--- src/rtl/layeriomem_bank_sched.sv ---
// Ping-pong bank scheduler: fetches one rd/wr instruction pair per layer, counts lane beats, swaps banks when both totals are met.
// FIFO pop is combinational in FETCH; completion pulses one cycle after the last write beat; upstream throttles on rd_en/rd_remaining.
module layeriomem_bank_sched #(
  parameter int unsigned       CLKDIV      = 4,
  parameter int unsigned       DIGIT_W     = 16,
  parameter int unsigned       ADDR_W      = 16,
  parameter logic [ADDR_W-1:0] BANK_OFFSET = 16'h4000,
  parameter int unsigned       LAYER_W     = 8
) (
  input  logic               clk,
  input  logic               reset,
  input  logic               start,
  input  logic [LAYER_W-1:0] num_layers,
  input  logic               rd_instruc_valid,
  input  logic [DIGIT_W-1:0] rd_instruc_total,
  output logic               rd_instruc_rdreq,
  input  logic               wr_instruc_valid,
  input  logic [DIGIT_W-1:0] wr_instruc_total,
  output logic               wr_instruc_rdreq,
  input  logic [CLKDIV-1:0]  rd_beats,
  input  logic [CLKDIV-1:0]  wr_beats,
  output logic               rd_en,
  output logic [DIGIT_W-1:0] rd_remaining,
  output logic [ADDR_W-1:0]  rd_offset,
  output logic [ADDR_W-1:0]  wr_offset,
  output logic [LAYER_W-1:0] layer_idx,
  output logic               busy,
  output logic               wrote_layerio_layer,
  output logic               wrote_inference,
  output logic               error
);

  localparam int unsigned CW = DIGIT_W + 1;

  typedef enum logic [2:0] {
    S_IDLE,
    S_FETCH,
    S_RUN,
    S_DRAIN,
    S_SWAP
  } state_t;

  state_t             state_q;
  logic               bank_q;
  logic [LAYER_W-1:0] layer_q;
  logic [LAYER_W-1:0] last_q;
  logic [DIGIT_W-1:0] rd_total_q;
  logic [DIGIT_W-1:0] wr_total_q;
  logic [CW-1:0]      rd_cnt_q;
  logic [CW-1:0]      wr_cnt_q;
  logic               rd_en_q;
  logic               busy_q;
  logic               layer_pulse_q;
  logic               inf_pulse_q;
  logic               error_q;
  logic [ADDR_W-1:0]  rd_off_q;
  logic [ADDR_W-1:0]  wr_off_q;

  logic [CW-1:0]      rd_cnt_d;
  logic [CW-1:0]      wr_cnt_d;
  logic [CW-1:0]      rd_sum;
  logic [CW-1:0]      wr_sum;
  logic [CW-1:0]      rd_tot_ext;
  logic [CW-1:0]      wr_tot_ext;
  logic               pop;
  logic               wr_phase;
  logic               rd_done_d;
  logic               wr_done_d;
  logic               err_d;

  function automatic logic [CW-1:0] popcnt(input logic [CLKDIV-1:0] v);
    logic [CW-1:0] n;
    n = '0;
    for (int i = 0; i < CLKDIV; i++) begin
      n = n + CW'(v[i]);
    end
    return n;
  endfunction

  assign pop              = (state_q == S_FETCH) && rd_instruc_valid && wr_instruc_valid;
  assign rd_instruc_rdreq = pop;
  assign wr_instruc_rdreq = pop;
  assign wr_phase         = (state_q == S_RUN) || (state_q == S_DRAIN);
  assign rd_tot_ext       = {1'b0, rd_total_q};
  assign wr_tot_ext       = {1'b0, wr_total_q};

  // Counts saturate at the total; an overshoot is a protocol error, not a wrap.
  always_comb begin
    rd_sum    = rd_cnt_q + popcnt(rd_beats);
    wr_sum    = wr_cnt_q + popcnt(wr_beats);
    rd_cnt_d  = rd_cnt_q;
    wr_cnt_d  = wr_cnt_q;
    err_d     = ((|rd_beats) && !rd_en_q) || ((|wr_beats) && !wr_phase);
    if (state_q == S_RUN) begin
      if (rd_sum > rd_tot_ext) begin
        rd_cnt_d = rd_tot_ext;
        err_d    = 1'b1;
      end else begin
        rd_cnt_d = rd_sum;
      end
    end
    if (wr_phase) begin
      if (wr_sum > wr_tot_ext) begin
        wr_cnt_d = wr_tot_ext;
        err_d    = 1'b1;
      end else begin
        wr_cnt_d = wr_sum;
      end
    end
    rd_done_d = (rd_cnt_d == rd_tot_ext);
    wr_done_d = (wr_cnt_d == wr_tot_ext);
  end

  always_ff @(posedge clk or posedge reset) begin
    if (reset) begin
      state_q       <= S_IDLE;
      bank_q        <= 1'b0;
      layer_q       <= '0;
      last_q        <= '0;
      rd_total_q    <= '0;
      wr_total_q    <= '0;
      rd_cnt_q      <= '0;
      wr_cnt_q      <= '0;
      rd_en_q       <= 1'b0;
      busy_q        <= 1'b0;
      layer_pulse_q <= 1'b0;
      inf_pulse_q   <= 1'b0;
      error_q       <= 1'b0;
      rd_off_q      <= '0;
      wr_off_q      <= '0;
    end else begin
      error_q       <= error_q || err_d;
      rd_cnt_q      <= rd_cnt_d;
      wr_cnt_q      <= wr_cnt_d;
      layer_pulse_q <= 1'b0;
      inf_pulse_q   <= 1'b0;
      case (state_q)
        S_IDLE: begin
          if (start) begin
            state_q  <= S_FETCH;
            busy_q   <= 1'b1;
            layer_q  <= '0;
            bank_q   <= 1'b0;
            rd_off_q <= '0;
            wr_off_q <= BANK_OFFSET;
            last_q   <= (num_layers == '0) ? '0 : num_layers - LAYER_W'(1);
          end
        end
        S_FETCH: begin
          if (pop) begin
            rd_total_q <= rd_instruc_total;
            wr_total_q <= wr_instruc_total;
            rd_cnt_q   <= '0;
            wr_cnt_q   <= '0;
            rd_en_q    <= |rd_instruc_total;
            state_q    <= S_RUN;
          end
        end
        S_RUN: begin
          // rd_en only stays high while beats are still owed, so it drops the cycle after the last read.
          if (rd_done_d) begin
            rd_en_q <= 1'b0;
            if (wr_done_d) begin
              state_q       <= S_SWAP;
              layer_pulse_q <= 1'b1;
              inf_pulse_q   <= (layer_q == last_q);
            end else begin
              state_q <= S_DRAIN;
            end
          end
        end
        S_DRAIN: begin
          if (wr_done_d) begin
            state_q       <= S_SWAP;
            layer_pulse_q <= 1'b1;
            inf_pulse_q   <= (layer_q == last_q);
          end
        end
        S_SWAP: begin
          bank_q   <= ~bank_q;
          rd_off_q <= bank_q ? '0 : BANK_OFFSET;
          wr_off_q <= bank_q ? BANK_OFFSET : '0;
          if (layer_q == last_q) begin
            state_q <= S_IDLE;
            busy_q  <= 1'b0;
          end else begin
            layer_q <= layer_q + LAYER_W'(1);
            state_q <= S_FETCH;
          end
        end
        default: begin
          state_q <= S_IDLE;
          busy_q  <= 1'b0;
        end
      endcase
    end
  end

  assign rd_remaining        = (rd_tot_ext > rd_cnt_q) ? (rd_total_q - rd_cnt_q[DIGIT_W-1:0]) : '0;
  assign rd_en               = rd_en_q;
  assign rd_offset           = rd_off_q;
  assign wr_offset           = wr_off_q;
  assign layer_idx           = layer_q;
  assign busy                = busy_q;
  assign wrote_layerio_layer = layer_pulse_q;
  assign wrote_inference     = inf_pulse_q;
  assign error               = error_q;

endmodule

--- config.mk ---
export PLATFORM = sky130hd
export DESIGN_NAME = layeriomem_bank_sched
export DESIGN_NICKNAME = d
export VERILOG_FILES = /design/src/rtl/layeriomem_bank_sched.sv
export SDC_FILE = /design/constraint.sdc
export NUM_CORES = 1
export LEC_CHECK = 0
export BUFFER_PORTS_ARGS = -buffer_cell sky130_fd_sc_hd__buf_2
export CORE_MARGIN = 1
export CORE_UTILIZATION = 45
export CTS_CLUSTER_SIZE = 12
export DETAILED_ROUTE_END_ITERATION = 12
export GPL_ROUTABILITY_DRIVEN = 0
export GPL_TIMING_DRIVEN = 0
export PLACE_DENSITY = 0.65
export SLEW_MARGIN = 20
export SYNTH_ARGS = -nofsm -noshare
export SYNTH_HDL_FRONTEND = slang
export SYNTH_SLANG_ARGS = --single-unit
--- constraint.sdc ---
create_clock -name clk -period 5.2 [get_ports clk]
set_input_delay 0.52 -clock clk [delete_from_list [all_inputs] [get_ports clk]]
set_output_delay 0.52 -clock clk [all_outputs]
set_load 0.1 [all_outputs]
==> impl_metrics.toml <==
[outcome]
status = "complete, no violations"

[global_routing]
grt_max_degree = 67
grtUsageTotal = 0.277
grt_first_pass_wirelength_mm = 39.5
grt_pass1_vias = 7303
overflow = 0
antenna_found_initial = 0

[die]
fp.dieH_um = 138
core_um2 = 18000
rows = 49
dieArea_um2 = 18900
start_util = 0.460
die_w_um = 138
ioPinCount = 116

[synth]
synth-edff-count = 0
synth.largest_area_cell = "dfrtp_1"
yosysWarnings = 0
yosys-top-cells-area = "dfrtp_1 (28%), ha_1 (8.2%), o21ai_0 (5.8%)"
synth_commonest_cells = "o21ai_0 (95), nand2_1 (94), dfrtp_1 (92)"
synth_ff_type = "dfrtp_1"
netlist_area_um2 = 8270
yosys.area_share.xor_xnor = 0.102
yosysMostFrequentCell = "o21ai_0"
async_reset_ff_frac = 1.00
synth_adder_area_share = 0.0987
synth_cells = 1039
synth.distinct_cells = 73
synth-seq-cells = 92
synth_top_family_by_area = "simple AND/OR/NAND/NOR gates"
synth.area.mux_share = 0.0212
synth_compound_area_frac = 0.192
ys_seq_area_frac = 0.279
synth_top_area_share = 0.279
synth_simple_gate_area_frac = 0.213
postSynthAreaPerCell_um2 = 7.96

[worst_setup_path]
crit_buf_inv = 6
crit_family = "adder cells"
reg2reg_slack_ns = 0.53
cp-start-kind = "input port"
timing.rr.start = "rd_cnt_q[0]"
crit_type = "in -> reg"
crit_fanout = 10
cp.required_ns = 5.47
slowest_stage = "fa_1"
path_cells = "buf_2, fa_1, inv_1, fa_1, inv_1, fa_2, and3_1, buf_2, nand4_1, buf_4, nor3_4, xnor2_1, ha_1, a21o_1, a211o_1, a221o_1, o21ai_4, nand2_4, buf_8, nor3b_1, o21ai_0, a21oi_1"
critPathCaptureType = "register"
slowest_delay_ns = 0.53
critical_path_arrival_ns = 5.28
r2r_end = "rd_cnt_q[2]"
reg2reg_depth = 20

[placement]
post_dp_cell_area_um2 = 9130
dp_hpwl_mm = 19.4
post-place-ws_ns = -1.03
port_buffers = 85

[cells_and_area]
multiInputGateArea_um2 = 5390
nFillCells = 1757
diodes = 0
design_area_um2 = 9630
regArea_um2 = 2300
nets = 1285
area_delta_synth_final_pct = 16.5
drive_gt1_frac = 0.164

[clocking]
cts_buffer_depth = 2
cts_buffers = 9
cts_tree = "done"
clock-sinks = 92
h-tree-depth = 3
clock_latency_ns = 0.36
cts_root_buf = "clkbuf_16"
clk_pin_slew_ns = 0.07

[job]
drv_cap = 0

[timing]
finalCritPeriodShare = 0.964
hold_ws_ns = 0.117
hold_violations = 0
slew_viol_final = 0
clock_skew_ns = 0.00729
setup_ws_ns = 0.186
finalSetupViolations = 0
relSlewSlack = 0.269
fin_crit_ns = 5.01
tightest_slew_ns = 1.09
max_freq_ghz = 0.199

[routing]
wl_per_cell_um = 18.4
via_per_inst = 5.83
antenna_left = 0
drc = 0
vias = 8191
first_pass_iters = 6
drtIter0Drc = 653
routed_wl_mm = 25.8

[worst_hold_path]
holdCritPathClass = "in -> async"
placed cells by master, fill, tap and decap left out, types with 36 or more instances in the layout:
cell type / instances
buf_2: 99
o21ai_0: 94
nand2_1: 92
dfrtp_1: 92
nor2_1: 79
inv_1: 75
a21oi_1: 60
xnor2_1: 54
ha_1: 54
buf_4: 46
xor2_1: 40
nand3_1: 36
final cells by class:
cell class / count / share of cell area
Clock buffer: 10 / 0.0248
Clock inverter: 6 / 0.0113
Inverter: 76 / 0.0301
Multi-Input combinational cell: 811 / 0.559
Tap cell: 229 / 0.0298
Timing Repair Buffer: 93 / 0.0522
Buffer: 88 / 0.0533
Sequential cell: 92 / 0.239
sequential cells by signal (all words and copies together) (netlist names), 3 cells and up:
| signal | cells |
|---|---|
| rd_total_q | 16 |
| wr_total_q | 16 |
| state_q | 3 |
| wr_cnt_q | 17 |
| last_q | 8 |
| rd_cnt_q | 17 |
| layer_idx | 8 |
worst max-delay path by stage:
| stage | from | end | slack [ns] | cells past startpoint |
|---|---|---|---|---|
| after global routing | rd_beats[0] | rd_cnt_q[2] | -0.03 | 22 |
| after detailed placement | rd_beats[0] | wrote_inference | -1.03 | 20 |
| after floorplan | rd_cnt_q[2] | rd_remaining[14] | 0.08 | 11 |
| after CTS | wr_beats[0] | wr_cnt_q[0] | 0.02 | 21 |
| after global placement | rd_beats[0] | wrote_inference | -1.05 | 20 |
| final | rd_beats[0] | rd_cnt_q[2] | 0.19 | 22 |
what timing repair did:
item	CTS	global route
hold buffers	0	0
hold endpoints to repair	0	0
buffers inserted	2	5
setup endpoints to repair	38	46
pin swaps	2	4
resized for setup	13	23
kinds of logic (layout without fill, tap and decap cells):
| group | Yosys count | count (layout) |
|---|---|---|
| other cells | 1 | 30 |
| buf+inv | 165 | 273 |
| fa+ha+maj | 61 | 61 |
| xor+xnor | 95 | 95 |
| flops | 92 | 92 |
| compound gates | 255 | 255 |
| mux | 17 | 17 |
| simple gates | 353 | 353 |
per-layer routing:
metal / part of all wire / global-route usage / routed length, um
met2: 0.44 / 0.423 / 11400
met4: 0.042 / 0.125 / 1090
met3: 0.081 / 0.0589 / 2090
met1: 0.44 / 0.375 / 11300
met5: 0 / 0 / 0
per-stage QoR:
stage	std cells	TNS, ns	util
2_1_floorplan	1068	0	-
3_3_place_gp	1382	-34.81	0.506
3_5_place_dp	1383	-34.49	0.508
4_1_cts	1400	0	0.530
5_1_grt	1405	-0.0439	0.536
6_report	1405	0	0.536
Power is left out: the tool's default activity adds up to more than one toggle a clock period on the data nets, which glitch-free logic cannot reach.
